## src/rtl/fc_argmax_pkg.sv

```systemverilog
// fc_argmax_pkg -- shared definitions for the fc_argmax classification head.
//   DATA_WIDTH / NUM_CLASS / IDX_W : default logit width, class count, index width
//   state_e                        : controller state encoding
//   signed_gt()                    : strict signed greater-than on sign-extended logits
package fc_argmax_pkg;

  localparam int DATA_WIDTH = 8;
  localparam int NUM_CLASS  = 10;
  localparam int IDX_W      = 4;

  typedef enum logic [1:0] {
    IDLE = 2'd0,
    SCAN = 2'd1,
    DONE = 2'd2
  } state_e;

  // Arguments are logits already sign-extended to int. Strict compare, so on
  // equal values the earlier (lower-index) holder keeps the win.
  function automatic logic signed_gt(input int a, input int b);
    return a > b;
  endfunction

endpackage

```

## src/rtl/argmax_cmp.sv

```systemverilog
// argmax_cmp -- combinational compare-and-select step of the argmax scan.
// Ports:
//   cand_i / cand_idx_i : candidate logit and its class index
//   max_i  / idx_i      : current best logit and its index
//   max_o  / idx_o      : best after considering the candidate
//   take_o              : candidate is strictly greater (signed) than max_i
module argmax_cmp
  import fc_argmax_pkg::*;
#(
  parameter int DW = 8,
  parameter int IW = 4
) (
  input  logic [DW-1:0] cand_i,
  input  logic [IW-1:0] cand_idx_i,
  input  logic [DW-1:0] max_i,
  input  logic [IW-1:0] idx_i,
  output logic [DW-1:0] max_o,
  output logic [IW-1:0] idx_o,
  output logic          take_o
);

  assign take_o = signed_gt(int'($signed(cand_i)), int'($signed(max_i)));
  assign max_o  = take_o ? cand_i     : max_i;
  assign idx_o  = take_o ? cand_idx_i : idx_i;

endmodule

```

## src/rtl/fc_argmax.sv

```systemverilog
// fc_argmax -- argmax classification head behind full_connect2.
// Captures NUM_CLASS signed logits, scans them one per clock and presents the
// winning index, its value and a one-hot vector on a valid/ready handshake.
// Ports:
//   clk, rst_n           : clock, asynchronous active-low reset
//   in_valid, in_logits  : logit bus (logit k at [k*DATA_WIDTH +: DATA_WIDTH])
//   in_ready             : high only while idle
//   out_valid, out_ready : result handshake
//   out_class, out_max   : winning index and logit (lowest index wins ties)
//   out_onehot           : bit out_class set
//   out_margin           : (FC_ARGMAX_MARGIN_EN only) max minus runner-up, unsigned
// Build option: define FC_ARGMAX_MARGIN_EN to add runner-up tracking and out_margin.
module fc_argmax #(
  parameter int DATA_WIDTH = fc_argmax_pkg::DATA_WIDTH,
  parameter int NUM_CLASS  = fc_argmax_pkg::NUM_CLASS,
  parameter int IDX_W      = fc_argmax_pkg::IDX_W
) (
  input  logic                            clk,
  input  logic                            rst_n,
  input  logic                            in_valid,
  input  logic [NUM_CLASS*DATA_WIDTH-1:0] in_logits,
  output logic                            in_ready,
  output logic                            out_valid,
  input  logic                            out_ready,
  output logic [IDX_W-1:0]                out_class,
  output logic [DATA_WIDTH-1:0]           out_max,
  output logic [NUM_CLASS-1:0]            out_onehot
`ifdef FC_ARGMAX_MARGIN_EN
  ,
  output logic [DATA_WIDTH:0]             out_margin
`endif
);

  import fc_argmax_pkg::*;

  localparam logic [IDX_W-1:0] LAST_IDX = IDX_W'(NUM_CLASS - 1);

  state_e                          state_q, state_d;
  logic [NUM_CLASS*DATA_WIDTH-1:0] logits_q, logits_d;
  logic [DATA_WIDTH-1:0]           max_q, max_d;
  logic [IDX_W-1:0]                idx_q, idx_d;
  logic [IDX_W-1:0]                cnt_q, cnt_d;
  logic [IDX_W-1:0]                out_class_q, out_class_d;
  logic [DATA_WIDTH-1:0]           out_max_q, out_max_d;
  logic [NUM_CLASS-1:0]            out_onehot_q, out_onehot_d;

  logic [DATA_WIDTH-1:0]           cand;
  logic [DATA_WIDTH-1:0]           cmp_max;
  logic [IDX_W-1:0]                cmp_idx;
  logic                            cmp_take;

  // The scan reads the captured copy, so the producer may change in_logits after t0.
  assign cand = logits_q[cnt_q * DATA_WIDTH +: DATA_WIDTH];

  argmax_cmp #(.DW(DATA_WIDTH), .IW(IDX_W)) u_cmp (
    .cand_i     (cand),
    .cand_idx_i (cnt_q),
    .max_i      (max_q),
    .idx_i      (idx_q),
    .max_o      (cmp_max),
    .idx_o      (cmp_idx),
    .take_o     (cmp_take)
  );

`ifdef FC_ARGMAX_MARGIN_EN
  localparam logic [DATA_WIDTH-1:0] MOST_NEG = {1'b1, {(DATA_WIDTH-1){1'b0}}};

  logic [DATA_WIDTH-1:0] second_q, second_d;
  logic [DATA_WIDTH-1:0] ru_max;
  logic [IDX_W-1:0]      ru_idx_unused;
  logic                  ru_take_unused;
  logic [DATA_WIDTH:0]   margin_q, margin_d;

  // Runner-up candidate path; only the value matters here.
  argmax_cmp #(.DW(DATA_WIDTH), .IW(IDX_W)) u_cmp_ru (
    .cand_i     (cand),
    .cand_idx_i (cnt_q),
    .max_i      (second_q),
    .idx_i      ('0),
    .max_o      (ru_max),
    .idx_o      (ru_idx_unused),
    .take_o     (ru_take_unused)
  );

  assign out_margin = margin_q;
`else
  logic take_unused;
  assign take_unused = cmp_take;
`endif

  // NOTE: every variable driven here gets a default first, so no path can hold
  // a stale value and infer a latch.
  always_comb begin
    state_d      = state_q;
    logits_d     = logits_q;
    max_d        = max_q;
    idx_d        = idx_q;
    cnt_d        = cnt_q;
    out_class_d  = out_class_q;
    out_max_d    = out_max_q;
    out_onehot_d = out_onehot_q;
`ifdef FC_ARGMAX_MARGIN_EN
    second_d     = second_q;
    margin_d     = margin_q;
`endif
    case (state_q)
      IDLE: begin
        if (in_valid) begin
          logits_d = in_logits;
          max_d    = in_logits[DATA_WIDTH-1:0];
          idx_d    = '0;
          cnt_d    = IDX_W'(1);
`ifdef FC_ARGMAX_MARGIN_EN
          // Starting at the most negative value makes the runner-up exact even
          // when every other logit equals it.
          second_d = MOST_NEG;
`endif
          state_d  = SCAN;
        end
      end
      SCAN: begin
        max_d = cmp_max;
        idx_d = cmp_idx;
`ifdef FC_ARGMAX_MARGIN_EN
        // A new maximum demotes the old one to runner-up.
        second_d = cmp_take ? max_q : ru_max;
`endif
        if (cnt_q == LAST_IDX) begin
          out_class_d  = cmp_idx;
          out_max_d    = cmp_max;
          out_onehot_d = NUM_CLASS'(1) << cmp_idx;
`ifdef FC_ARGMAX_MARGIN_EN
          // One extra bit holds the full signed span; max >= runner-up, so the
          // modular difference is the true unsigned margin.
          margin_d = {cmp_max[DATA_WIDTH-1], cmp_max} - {second_d[DATA_WIDTH-1], second_d};
`endif
          state_d = DONE;
        end else begin
          cnt_d = cnt_q + 1'b1;
        end
      end
      DONE: begin
        if (out_ready) state_d = IDLE;
      end
      default: state_d = IDLE;
    endcase
  end

  // NOTE: state registers use non-blocking assignments so every flop samples
  // the pre-edge values regardless of statement order.
  always_ff @(posedge clk or negedge rst_n) begin
    if (!rst_n) begin
      state_q      <= IDLE;
      // NOTE: the logit store is reset as well, so the scan never reads an
      // unknown value even if the FSM is disturbed.
      logits_q     <= '0;
      max_q        <= '0;
      idx_q        <= '0;
      cnt_q        <= '0;
      out_class_q  <= '0;
      out_max_q    <= '0;
      out_onehot_q <= '0;
`ifdef FC_ARGMAX_MARGIN_EN
      second_q     <= '0;
      margin_q     <= '0;
`endif
    end else begin
      state_q      <= state_d;
      logits_q     <= logits_d;
      max_q        <= max_d;
      idx_q        <= idx_d;
      cnt_q        <= cnt_d;
      out_class_q  <= out_class_d;
      out_max_q    <= out_max_d;
      out_onehot_q <= out_onehot_d;
`ifdef FC_ARGMAX_MARGIN_EN
      second_q     <= second_d;
      margin_q     <= margin_d;
`endif
    end
  end

  // Decoded straight from the state register so reset clears them without a clock.
  assign in_ready   = (state_q == IDLE);
  assign out_valid  = (state_q == DONE);
  assign out_class  = out_class_q;
  assign out_max    = out_max_q;
  assign out_onehot = out_onehot_q;

endmodule

```

## config.mk

```make
export PLATFORM = sky130hd
export DESIGN_NAME = fc_argmax
export DESIGN_NICKNAME = d
export VERILOG_FILES = /design/src/rtl/fc_argmax_pkg.sv /design/src/rtl/argmax_cmp.sv /design/src/rtl/fc_argmax.sv
export SDC_FILE = /design/constraint.sdc
export NUM_CORES = 1
export LEC_CHECK = 0
export CAP_MARGIN = 20
export CELL_PAD_IN_SITES_DETAIL_PLACEMENT = 0
export CELL_PAD_IN_SITES_GLOBAL_PLACEMENT = 1
export CORE_MARGIN = 2
export CORE_UTILIZATION = 40
export DETAILED_ROUTE_END_ITERATION = 10
export PLACE_DENSITY_LB_ADDON = 0.25
export SYNTH_ARGS = -nofsm -noshare
export SYNTH_HDL_FRONTEND = slang
export SYNTH_HIERARCHICAL = 1
export SYNTH_SLANG_ARGS = --single-unit
export TNS_END_PERCENT = 10
```

## constraint.sdc

```tcl
create_clock -name clk -period 4.2 [get_ports clk]
set_input_delay 0.84 -clock clk [delete_from_list [all_inputs] [get_ports clk]]
set_output_delay 0.84 -clock clk [all_outputs]
set_load 0.02 [all_outputs]
```

==> results_dict.tcl <==
set metrics [dict create \
    hold_class "flop to flop" \
    fin_crit_sh 0.933 \
    num_vias 4539 \
    fin_skew_ns 0.00832 \
    globalplace.congestion 0.932 \
    async_reset_ff_frac 1.00 \
    syn_to_final_growth_pct 32.0 \
    r2r_slack_ns 0.28 \
    period_needed_ns 3.92 \
    wl_mm 15.3 \
    cp-start-kind "flop" \
    path_common_cell "buf_4" \
    synth_edf_count 0 \
    r2r_cells 13 \
    clock_latency_ns 0.41 \
    setup_viol 0 \
    worst_pin_slew_ns 1.12 \
    grt_pass1_wl_mm 24.6 \
    antenna_found_initial 0 \
    crit_type "flop to flop" \
    synth.top_cell.area_share 0.518 \
    critPathArrivalTime_ns 4.23 \
    io_buffers 107 \
    coreArea_mm2 0.0140 \
    antenna_cells 0 \
    max_freq_mhz 255 \
    yosys_warnings 6 \
    syn_avg_cell_area_um2 9.54 \
    cts.sinks 120 \
    numCtsBuffers 17 \
    via_per_inst 5.04 \
    nNetsFinal 804 \
    cp_slowest_cell "dfrtp_4" \
    final_util 0.547 \
    clk_pin_slew_ns 0.05 \
    max_cap_viol_count 0 \
    grt_max_degree 72 \
    status "completed" \
    yosysSeqAreaShare 0.518 \
    placementRows 43 \
    yosys.cell_types.count 42 \
    clockBufferDepth 2 \
    grt_remaining_overflow 0 \
    firstDrtPassIters 4 \
    drive_gt1_frac 0.135 \
    p_per_area_mw_per_mm2 894 \
    die_area_mm2 0.0155 \
    finalHoldViolCount 0 \
    p_leak_nw 3.70 \
    required_ns 4.51 \
    post_drt_wl_per_cell_um 17.0 \
    ir_drop_v 0.000377 \
    dpl-instance-area_mm2 0.00701 \
    die_y_um 124 \
    grt_usage 0.202 \
    cp_max_fo 9 \
    ys_ff_latch 120 \
    h-tree-depth 4 \
    cp_cell_sequence "buf_4 -> mux4_2 -> o22ai_1 -> o32ai_1 -> ha_1 -> a21oi_1 -> o21ai_0 -> a311oi_1 -> mux2i_1 -> buf_4 -> mux2_2 -> nand2b_1 -> o31ai_1" \
    cts_tree "yes" \
    tns_ns 0 \
    drtIter0Drc 427 \
    cp-end-kind "flop" \
    crit_path_max_incr_delay_ns 0.50 \
    slew_viol_final 0 \
    synth.area.top_cells "dfrtp_1, nand2_1, mux2_2" \
    cts_root_buf "clkbuf_16" \
    syn_nets 701 \
    antenna_left 0 \
    relSlewSlack 0.250 \
    drc 0 \
    top_level_ports 108 \
    netlist_area_mm2 0.00579 \
    die_w_um 124 \
    start_util 0.414 \
    hpwl_mm 10.8 \
    grt_pass1_vias 4673 \
    cts_hold_buf 0 \
    synth_cells 607 \
    fin_area_mm2 0.00765 \
    synthFlopType "dfrtp_1" \
    finalPower_mw 6.84 \
    hold_depth 2 \
    synth.largest_area_cell "dfrtp_1" \
    hold_ws_ns 0.471 \
    rsz0062_at_grt "no" \
]
==> Yosys cell counts, types with 9 or more instances <==
master / number
a211oi_1: 9
dfrtp_1: 120
o21ai_0: 15
inv_1: 13
mux2_2: 23
mux2_4: 9
mux2i_1: 10
ha_1: 10
nand2_1: 275
clkbuf_1: 20
buf_2: 10
==> worst max-delay path: cells and delay by family (launching register included) <==
family	cells	cell delay, ns
buf+inv	2	0.38
compound gates	6	1.20
fa+ha+maj	1	0.34
mux	3	1.18
simple gates	1	0.24
flops	1	0.50
==> power by group <==
part / switching [mW] / internal [mW] / total [mW]
clock network: 0.469 / 0.879 / 1.35
registers: 0.365 / 1.71 / 2.07
logic: 1.86 / 1.55 / 3.41
==> path summary, 6_finish.rpt <==
check                             start       endpoint
setup / recovery               cnt_q[0]  out_onehot[5]
hold / removal             logits_q[48]   logits_q[48]
setup reg to reg               cnt_q[0]  out_onehot[5]
hold reg to reg            logits_q[48]   logits_q[48]
max in group asynchronous         rst_n  out_onehot[4]
min in group asynchronous         rst_n   logits_q[74]
==> kinds of logic after synthesis <==
logic type	Yosys count	share of synthesized area
adder cells (fa/ha/maj)	10	0.0216
multiplexers	50	0.116
AND/OR/NAND/NOR	309	0.214
AO/OA/AOI/OAI	66	0.0849
buffers and inverters	52	0.0449
flip-flops	120	0.518
==> routing by layer <==
| metal | wire length (um) | vias up | GRT usage | share of wire |
|---|---|---|---|---|
| met5 | 0 | - | 0 | 0 |
| li1 | - | 2215 | - | - |
| met4 | 98 | 0 | 0.0641 | 0.0064 |
| met3 | 622 | 9 | 0.0438 | 0.041 |
| met2 | 7270 | 115 | 0.309 | 0.47 |
| met1 | 7330 | 2200 | 0.287 | 0.48 |
==> state kept, by name, indices dropped and copies added (netlist names) <==
register	flops
out_class	4
cnt_q	4
out_max	8
state_q	2
max_q	8
idx_q	4
out_onehot	10
logits_q	80
==> area by class of cell <==
type	count	area, um2
Clock buffer	26	509
Inverter	13	48.8
Multi-Input combinational cell	435	2560
Sequential cell	120	3010
Clock inverter	3	40.0
Timing Repair Buffer	123	1260
Tap cell	180	225
Fill cell	1271	6340
==> layout by cell type (no fill, tap or decap), types with 9 or more instances in the layout <==
master / n
nand2_1: 275
dfrtp_1: 117
mux2i_1: 10
ha_1: 10
mux2_2: 23
inv_1: 13
mux2_4: 9
clkbuf_16: 17
a211oi_1: 9
o21ai_0: 15
buf_4: 11
clkdlybuf4s50_1: 106
==> metrics by stage <==
stage | setup WS [ns] | std cells
after floorplan | 0.382 | 607
after global placement | 0.284 | 865
after detailed placement | 0.111 | 865
after CTS | 0.0585 | 894
after global routing | 0.0487 | 900
final | 0.281 | 900
==> timing repair <==
action / CTS / global route
buffers inserted: 0 / 5
gates resized for setup: 0 / 6
endpoints found under the setup margin: 0 / 10
Note: power is estimated with default switching activity, not from simulation.
